[config.mk]
export PLATFORM = sky130hd
export DESIGN_NAME = btn_event_gen
export DESIGN_NICKNAME = d
export VERILOG_FILES = /design/src/rtl/btn_event_gen.sv
export SDC_FILE = /design/constraint.sdc
export NUM_CORES = 1
export LEC_CHECK = 0
export CORE_MARGIN = 4
export CORE_UTILIZATION = 55
export DETAILED_ROUTE_END_ITERATION = 12
export PLACE_DENSITY = 0.85
export SLEW_MARGIN = 20
export SYNTH_ARGS = -nofsm -noshare
export SYNTH_HDL_FRONTEND = slang
export SYNTH_SLANG_ARGS = --single-unit
[constraint.sdc]
create_clock -name i_clk -period 2.3 [get_ports i_clk]
set_clock_uncertainty 0.15 [all_clocks]
set_input_delay 0.345 -clock i_clk [delete_from_list [all_inputs] [get_ports i_clk]]
set_output_delay 0.345 -clock i_clk [all_outputs]
set_load 0.005 [all_outputs]
[src/rtl/btn_event_gen.sv]
// Multi-channel push-button front end: synchronise, debounce on a 1 ms tick enable,
// then emit single-cycle press / release / long-press / auto-repeat events.
module btn_event_gen #(
    parameter int unsigned N       = 4,
    parameter int unsigned DEB_MS  = 20,
    parameter int unsigned HOLD_MS = 500,
    parameter int unsigned REP_MS  = 100
) (
    input  logic         i_clk,
    input  logic         i_rst_n,
    input  logic         i_tick_1ms,
    input  logic [N-1:0] i_btn_in,
    input  logic [N-1:0] i_rpt_en,
    output logic [N-1:0] o_btn_level,
    output logic [N-1:0] o_press,
    output logic [N-1:0] o_release,
    output logic [N-1:0] o_long_press
);

    localparam int unsigned DW = $clog2(DEB_MS + 1);
    localparam int unsigned HW = $clog2(HOLD_MS + 1);
    localparam int unsigned RW = (REP_MS > 1) ? $clog2(REP_MS) : 1;

    localparam logic [DW-1:0] DEB_LAST  = DW'(DEB_MS - 1);
    localparam logic [HW-1:0] HOLD_LAST = HW'(HOLD_MS - 1);
    localparam logic [HW-1:0] HOLD_MAX  = HW'(HOLD_MS);
    localparam logic [RW-1:0] REP_LAST  = RW'(REP_MS - 1);

    typedef enum logic [1:0] {
        S_IDLE,
        S_HELD,
        S_LONG
    } state_t;

    for (genvar g = 0; g < N; g++) begin : g_ch
        logic          r_sync1, r_sync2;
        logic          r_lvl, r_lvl_d;
        logic          r_press, r_release, r_long;
        logic [DW-1:0] r_dcnt;
        logic [HW-1:0] r_hcnt;
        logic [RW-1:0] r_rcnt;
        state_t        r_state, w_state_nxt;
        logic          w_mismatch, w_deb_flip, w_rise, w_fall;
        logic          w_hold_tick, w_long_st, w_rpt_run, w_rep_req;

        assign w_mismatch = r_sync2 ^ r_lvl;
        assign w_deb_flip = i_tick_1ms & w_mismatch & (r_dcnt == DEB_LAST);
        assign w_rise     = w_deb_flip & ~r_lvl;
        assign w_fall     = w_deb_flip & r_lvl;

        assign w_hold_tick = i_tick_1ms & ~w_fall & (r_state == S_HELD) & (r_hcnt == HOLD_LAST);
        assign w_rpt_run   = w_long_st & i_rpt_en[g];
        // A debounced fall on the same tick as a due repeat suppresses the repeat
        assign w_rep_req   = w_rpt_run & i_tick_1ms & ~w_fall & (r_rcnt == REP_LAST);

        always_ff @(posedge i_clk) begin
            if (!i_rst_n) begin
                r_state <= S_IDLE;
            end else begin
                r_state <= w_state_nxt;
            end
        end

        always_comb begin
            w_state_nxt = r_state;
            unique case (r_state)
                S_IDLE:  if (w_rise) w_state_nxt = S_HELD;
                S_HELD: begin
                    if (w_fall)           w_state_nxt = S_IDLE;
                    else if (w_hold_tick) w_state_nxt = S_LONG;
                end
                S_LONG:  if (w_fall) w_state_nxt = S_IDLE;
                default: w_state_nxt = S_IDLE;
            endcase
        end

        always_comb begin
            w_long_st = (r_state == S_LONG);
        end

        always_ff @(posedge i_clk) begin
            if (!i_rst_n) begin
                r_sync1   <= 1'b0;
                r_sync2   <= 1'b0;
                r_lvl     <= 1'b0;
                r_lvl_d   <= 1'b0;
                r_press   <= 1'b0;
                r_release <= 1'b0;
                r_long    <= 1'b0;
                r_dcnt    <= '0;
                r_hcnt    <= '0;
                r_rcnt    <= '0;
            end else begin
                r_sync1 <= i_btn_in[g];
                r_sync2 <= r_sync1;

                if (!w_mismatch) begin
                    r_dcnt <= '0;
                end else if (i_tick_1ms) begin
                    if (w_deb_flip) begin
                        r_lvl  <= r_sync2;
                        r_dcnt <= '0;
                    end else begin
                        r_dcnt <= r_dcnt + 1'b1;
                    end
                end

                r_lvl_d   <= r_lvl;
                r_press   <= (r_lvl & ~r_lvl_d) | w_rep_req;
                r_release <= ~r_lvl & r_lvl_d;
                r_long    <= w_hold_tick;

                if (!r_lvl) begin
                    r_hcnt <= '0;
                end else if (i_tick_1ms && !w_fall && r_hcnt != HOLD_MAX) begin
                    r_hcnt <= r_hcnt + 1'b1;
                end

                if (!w_rpt_run || w_fall) begin
                    r_rcnt <= '0;
                end else if (i_tick_1ms) begin
                    r_rcnt <= (r_rcnt == REP_LAST) ? '0 : r_rcnt + 1'b1;
                end
            end
        end

        assign o_btn_level[g]  = r_lvl;
        assign o_press[g]      = r_press;
        assign o_release[g]    = r_release;
        assign o_long_press[g] = r_long;
    end

endmodule

Word level (Yosys, flattened, before mapping) --
Cells that the tools add are included.
Storage, ports and cells: RAM bits 0, output and inout port bits 16, bits in read-only memories 0, bits of input ports 11, register bits 120, bits in latches 0, word-level logic and storage cells 237, memories kept 0
Cells by class: multiply operators 0, bitwise gates (word level) 73, eq/ne operators 36, add/subtract/negate cells 12, div/mod/pow operators 0, order comparisons 0, reduce and logical (&&, ||, !) cells 44, shifts and indexed selects 0, muxes and demuxes 28
Operators with widths (count):
- 1-bit bitwise AND | 52
- 9-bit by 1-bit adder with 9-bit output (second input constant) | 4
- 9-bit == test (second input constant) | 4
- 9-bit != test (second input constant) | 4
- 2-bit two-way mux | 16
- 7-bit by 1-bit adder with 7-bit output (second input constant) | 4
- 7-bit == test (second input constant) | 4
- 7-bit two-way mux | 4
- 2-bit one-hot mux with 3 select lines | 4
- 3-bit AND reduction | 8
- 5-bit by 1-bit adder with 5-bit output (second input constant) | 4
- 5-bit == test (second input constant) | 4
- 5-bit two-way mux | 4
- 2-bit != test (second input constant) | 8
- 2-bit AND reduction | 8
- 1-bit NOT | 13
- 3-bit != test (second input constant) | 4
- 2-bit by 1-bit == test with 1-bit output (second input constant) | 4
- 2-bit == test (second input constant) | 4
- 1-bit logical AND | 8
- 1-bit logical NOT | 8
- 2-bit logical NOT | 4
- 2-bit OR reduction | 4
- 1-bit logical OR | 4
- 2 further kinds | 8

Depth between registers and ports, before layout --
Gate-level depths: netlist of the first run.
depth after elaboration 11, gate-level depth with buffers 7, depth with buffers taken out 7

Least setup slack after synthesis of the first run --
No wires, ideal clock.
path type reg-to-reg, from register g_ch[0].r_dcnt[2], to register g_ch[0].r_hcnt[1], slack 491 ps, required time 2022 ps, period minus slack after synthesis 1809 ps, cell stages (with the launch flop) 6, path buffers 0, library setup time 128 ps, arrival time 1531 ps, path through dfxtp_1 > or3b_4 > o41ai_4 > a21o_4 > mux2i_1 > nor2_1
Between the ends: word-level cells in the longest chain between the ends 6
RTL lines:
- from (decl) | line 39 | logic [DW-1:0] r_dcnt;
- from (signal assigned) | line 104 | r_dcnt <= r_dcnt + 1'b1;
- 5-bit == test | line 47 | assign w_deb_flip = i_tick_1ms & w_mismatch & (r_dcnt == DEB_LAST);
- 1-bit bitwise AND | line 47
- 1-bit bitwise AND | line 49 | assign w_fall = w_deb_flip & r_lvl;
- 1-bit logical NOT | line 115 | end else if (i_tick_1ms && !w_fall && r_hcnt != HOLD_MAX) begin
- 1-bit logical AND (2 in a row) | line 115
- to (signal assigned) | line 116 | r_hcnt <= r_hcnt + 1'b1;
- to (decl) | line 40 | logic [HW-1:0] r_hcnt;
No other way between the ends. A chain may end at the register's enable or synchronous reset.

Worst setup path in the final report of the first run --
from register g_ch[1].r_lvl, to output o_btn_level[1]
RTL lines:
- from (decl) | line 37 | logic r_lvl, r_lvl_d;
- from (signal assigned) | line 101 | r_lvl <= r_sync2;
- to (decl) | line 14 | output logic [N-1:0] o_btn_level,
No word-level cell between the ends.

==> results.cfg, run 1 <==
[status]
status = finished clean

[detailed_routing]
viasPerCell = 5.41
ant_nets = 0
drc = 0
wl_mm = 10.6
first_iter_violations = 242
dr.pass1.iters = 4
via_count = 4287
wl_per_cell_um = 13.3

[layout]
areaGrowthSynthToFinish_pct = 16.1
insertedDiodeCount = 0
n_fill_cell = 761
drive_above_1_share_pct = 9.10
final_cells = 792
fin_nets = 673
design_area_mm2 = 0.00641

[setup_path]
worstPathCellList = clkdlybuf4s50_1
crit_family = buffers and inverters
r2r-start = g_ch[1].r_dcnt[0]
crit_required_ps = 1800
critical_path_peak_fanout = 8
cp_slowest_stage_delay_ps = 570
critical_path_depth = 1
reg2reg_slack_ps = 290
start_kind = register
cp_slowest_cell = clkdlybuf4s50_1
cp-end-kind = output port
r2r_end = g_ch[1].r_hcnt[1]
r2r_cells = 6
crit_type = register to output port
worstPathArrival_ps = 1590
cp.buffers_inverters = 1

[power_and_ir_drop]
power.internal_mw = 3.89
p_comb_share_pct = 2.2
switching_share_pct = 19.6
switchingPower_mw = 0.952
pwr_density_cell_mw_per_mm2 = 756
p_leak_nw = 2.22
peakVddDrop_uv = 553
seqPwrFrac_pct = 43.2
power.share.clock_pct = 54.6

[cts]
cts_sinks = 120
cts_tree = done
clkLatencyLatePin_ps = 520
cts_setup_buffers = 0
htreeDepth = 4
cts_buffers = 17
clock_path_buffers = 2
ctsResizeCount = 0
clk_pin_slew_ps = 50
holdBufCountCts = 0
clockRootBuffer = clkbuf_8

[synthesis]
synth.avg_cell_area_um2 = 8.77
ys_ff_latch = 120
ys_top_cells_by_area = dfxtp_1 (44%), nor2_1 (6.3%), xnor2_1 (5.9%), xor2_1 (4.0%), nand2_1 (3.7%)
syn_inst = 629
syn_nets = 656
synth_area_mm2 = 0.00552
async_flop_share_pct = 0
synth_commonest_cells = dfxtp_1 (120), nor2_1 (92), nand2_1 (55), xnor2_1 (37), nor3_1 (31)
yosysWarnings = 0
yosysTopAreaCellShare_pct = 43.5
ys_seq_area_share_pct = 43.5
yosysTopAreaCell = dfxtp_1
ys.flop_type = dfxtp_1
yosysUniqueCellTypes = 55
synth_edf_count = 0
yosysMostFrequentCell = dfxtp_1

[timing]
min_period_ps = 2090
holdWs_ps = 123
slew_viol_final = 0
worstMarginPinSlew_ps = 741
layout_worst_path_cycle_share_pct = 90.7
rsz0062_at_grt = no
worst_slack_ps = 215
relSlewSlack_pct = 50.2
fmax_mhz = 480
tns_ps = 0
hold_violations = 0
setup_viol = 0

[job]
drv_cap = 0

[global_route]
grt_antenna_before_repair = 0
grt_start_max_net_pins = 40
globalRouteOverflowTotal = 0
grt_pass1_vias = 4300
grt_use_total_pct = 20.0
grt_pass1_wl_mm = 18.9

[die]
dieArea_mm2 = 0.0117
start_util_pct = 56.5
pin_count = 27
die_x_um = 108
num_rows = 36
dieHeight_um = 108
core_area_mm2 = 0.00977

[placed_design]
post-place-ws_ps = 235
globalplace.congestion = 0.825
dp_cells = 760
dpl_cell_area_mm2 = 0.00581
dp_hpwl_mm = 7.28
io_buffers = 26

[min_path]
min_to = g_ch[0].r_dcnt[1]
hold_depth = 3
hold_start = i_tick_1ms
hp-class = primary input to register
-- routing by layer --
layer / vias to the layer above / global-route usage, % / wire length, um
met5: - / 0 / 0
met4: 0 / 9.29 / 214
met3: 18 / 5.49 / 420
met2: 76 / 33.1 / 5200
met1: 2029 / 24.1 / 4730
li1: 2164 / - / -
-- registers in the layout, indices dropped and copies added, names as in the netlist --
register        cells
g_ch.r_hcnt        36
g_ch.r_rcnt        28
g_ch.r_dcnt        20
g_ch.r_state        8
g_ch.r_long         4
g_ch.r_lvl          4
g_ch.r_lvl_d        4
g_ch.r_press        4
g_ch.r_release      4
g_ch.r_sync1        4
g_ch.r_sync2        4
-- final cells by class --
type / instances / area, um^2 / area share [%]
Tap cell: 133 / 166 / 2.60
Inverter: 23 / 86.3 / 1.35
Timing Repair Buffer: 36 / 343 / 5.35
Clock inverter: 8 / 118 / 1.84
Sequential cell: 120 / 2400 / 37.5
Multi-Input combinational cell: 448 / 2810 / 43.9
Clock buffer: 24 / 480 / 7.50
-- cell usage in the layout, fill, tap and decap left out, types with 3 or more instances in the layout --
cell type        instances
xnor2_1                 37
clkbuf_16               16
nor3_1                  31
ha_1                    16
bufinv_16                3
nand2b_1                10
nand3_1                 19
nor4_1                  11
nor2b_1                 13
and2_1                  11
o21ai_0                  9
nor2_1                  92
dfxtp_1                120
clkbuf_8                 5
buf_4                    9
inv_1                   23
and3_1                   5
or3_1                    8
clkdlybuf4s50_1         25
nand3b_1                 3
xor2_1                  25
nor3b_1                  5
or2_2                    4
mux2i_1                  9
a21oi_1                 22
o22ai_1                  3
nand4_1                 20
nand4b_1                 6
nand2_1                 55
clkinv_2                 4
clkbuf_1                 3
-- metrics by stage --
stage | power, mW | utilization (%)
2_1_floorplan | 2.21 | -
3_3_place_gp | 2.24 | 59.4
3_5_place_dp | 2.24 | 59.4
4_1_cts | 4.89 | 65.6
5_1_grt | 4.99 | 65.6
6_report | 4.84 | 65.6
-- cells by family (layout without fill, tap and decap cells) --
kind of cell | after synthesis | in the layout | synth area share, %
simple gates | 307 | 307 | 28.5
flops | 120 | 120 | 43.5
compound gates | 54 | 54 | 7.32
fa+ha+maj | 16 | 16 | 3.63
xor+xnor | 62 | 62 | 9.84
mux | 9 | 9 | 1.63
buf+inv | 61 | 91 | 5.53
-- power groups by stage --
stage / registers (mW) / logic (mW) / clock network (mW)
floorplan: 2.14 / 0.0689 / 0
global placement: 2.14 / 0.101 / 0
detailed placement: 2.14 / 0.104 / 0
CTS: 2.09 / 0.106 / 2.69
global route: 2.09 / 0.115 / 2.78
finish: 2.09 / 0.105 / 2.65
-- worst max path at each step --
| stage | startpoint | to | slack, ps |
|---|---|---|---|
| 6_report | g_ch[1].r_lvl | o_btn_level[1] | 210 |
| 5_1_grt | g_ch[3].r_dcnt[0] | g_ch[3].r_hcnt[3] | 130 |
| 4_1_cts | g_ch[1].r_lvl | o_btn_level[1] | 180 |
| 3_5_place_dp | i_tick_1ms | g_ch[3].r_hcnt[8] | 240 |
| 3_3_place_gp | i_tick_1ms | g_ch[3].r_press | 270 |
| 2_1_floorplan | g_ch[0].r_dcnt[2] | g_ch[0].r_hcnt[1] | 490 |
Note: power is estimated with default switching activity, not from simulation.
==> inputs of run 2 (changes only) <==
--- a/config.mk
+++ b/config.mk
@@ -7,6 +7,8 @@
 export LEC_CHECK = 0
 export CORE_MARGIN = 4
 export CORE_UTILIZATION = 55
+export CTS_CLUSTER_DIAMETER = 120
+export CTS_CLUSTER_SIZE = 16
 export DETAILED_ROUTE_END_ITERATION = 12
 export PLACE_DENSITY = 0.85
 export SLEW_MARGIN = 20
==> results of run 2 <==
The final DEF is identical to that of run 1; final timing and power are the same.
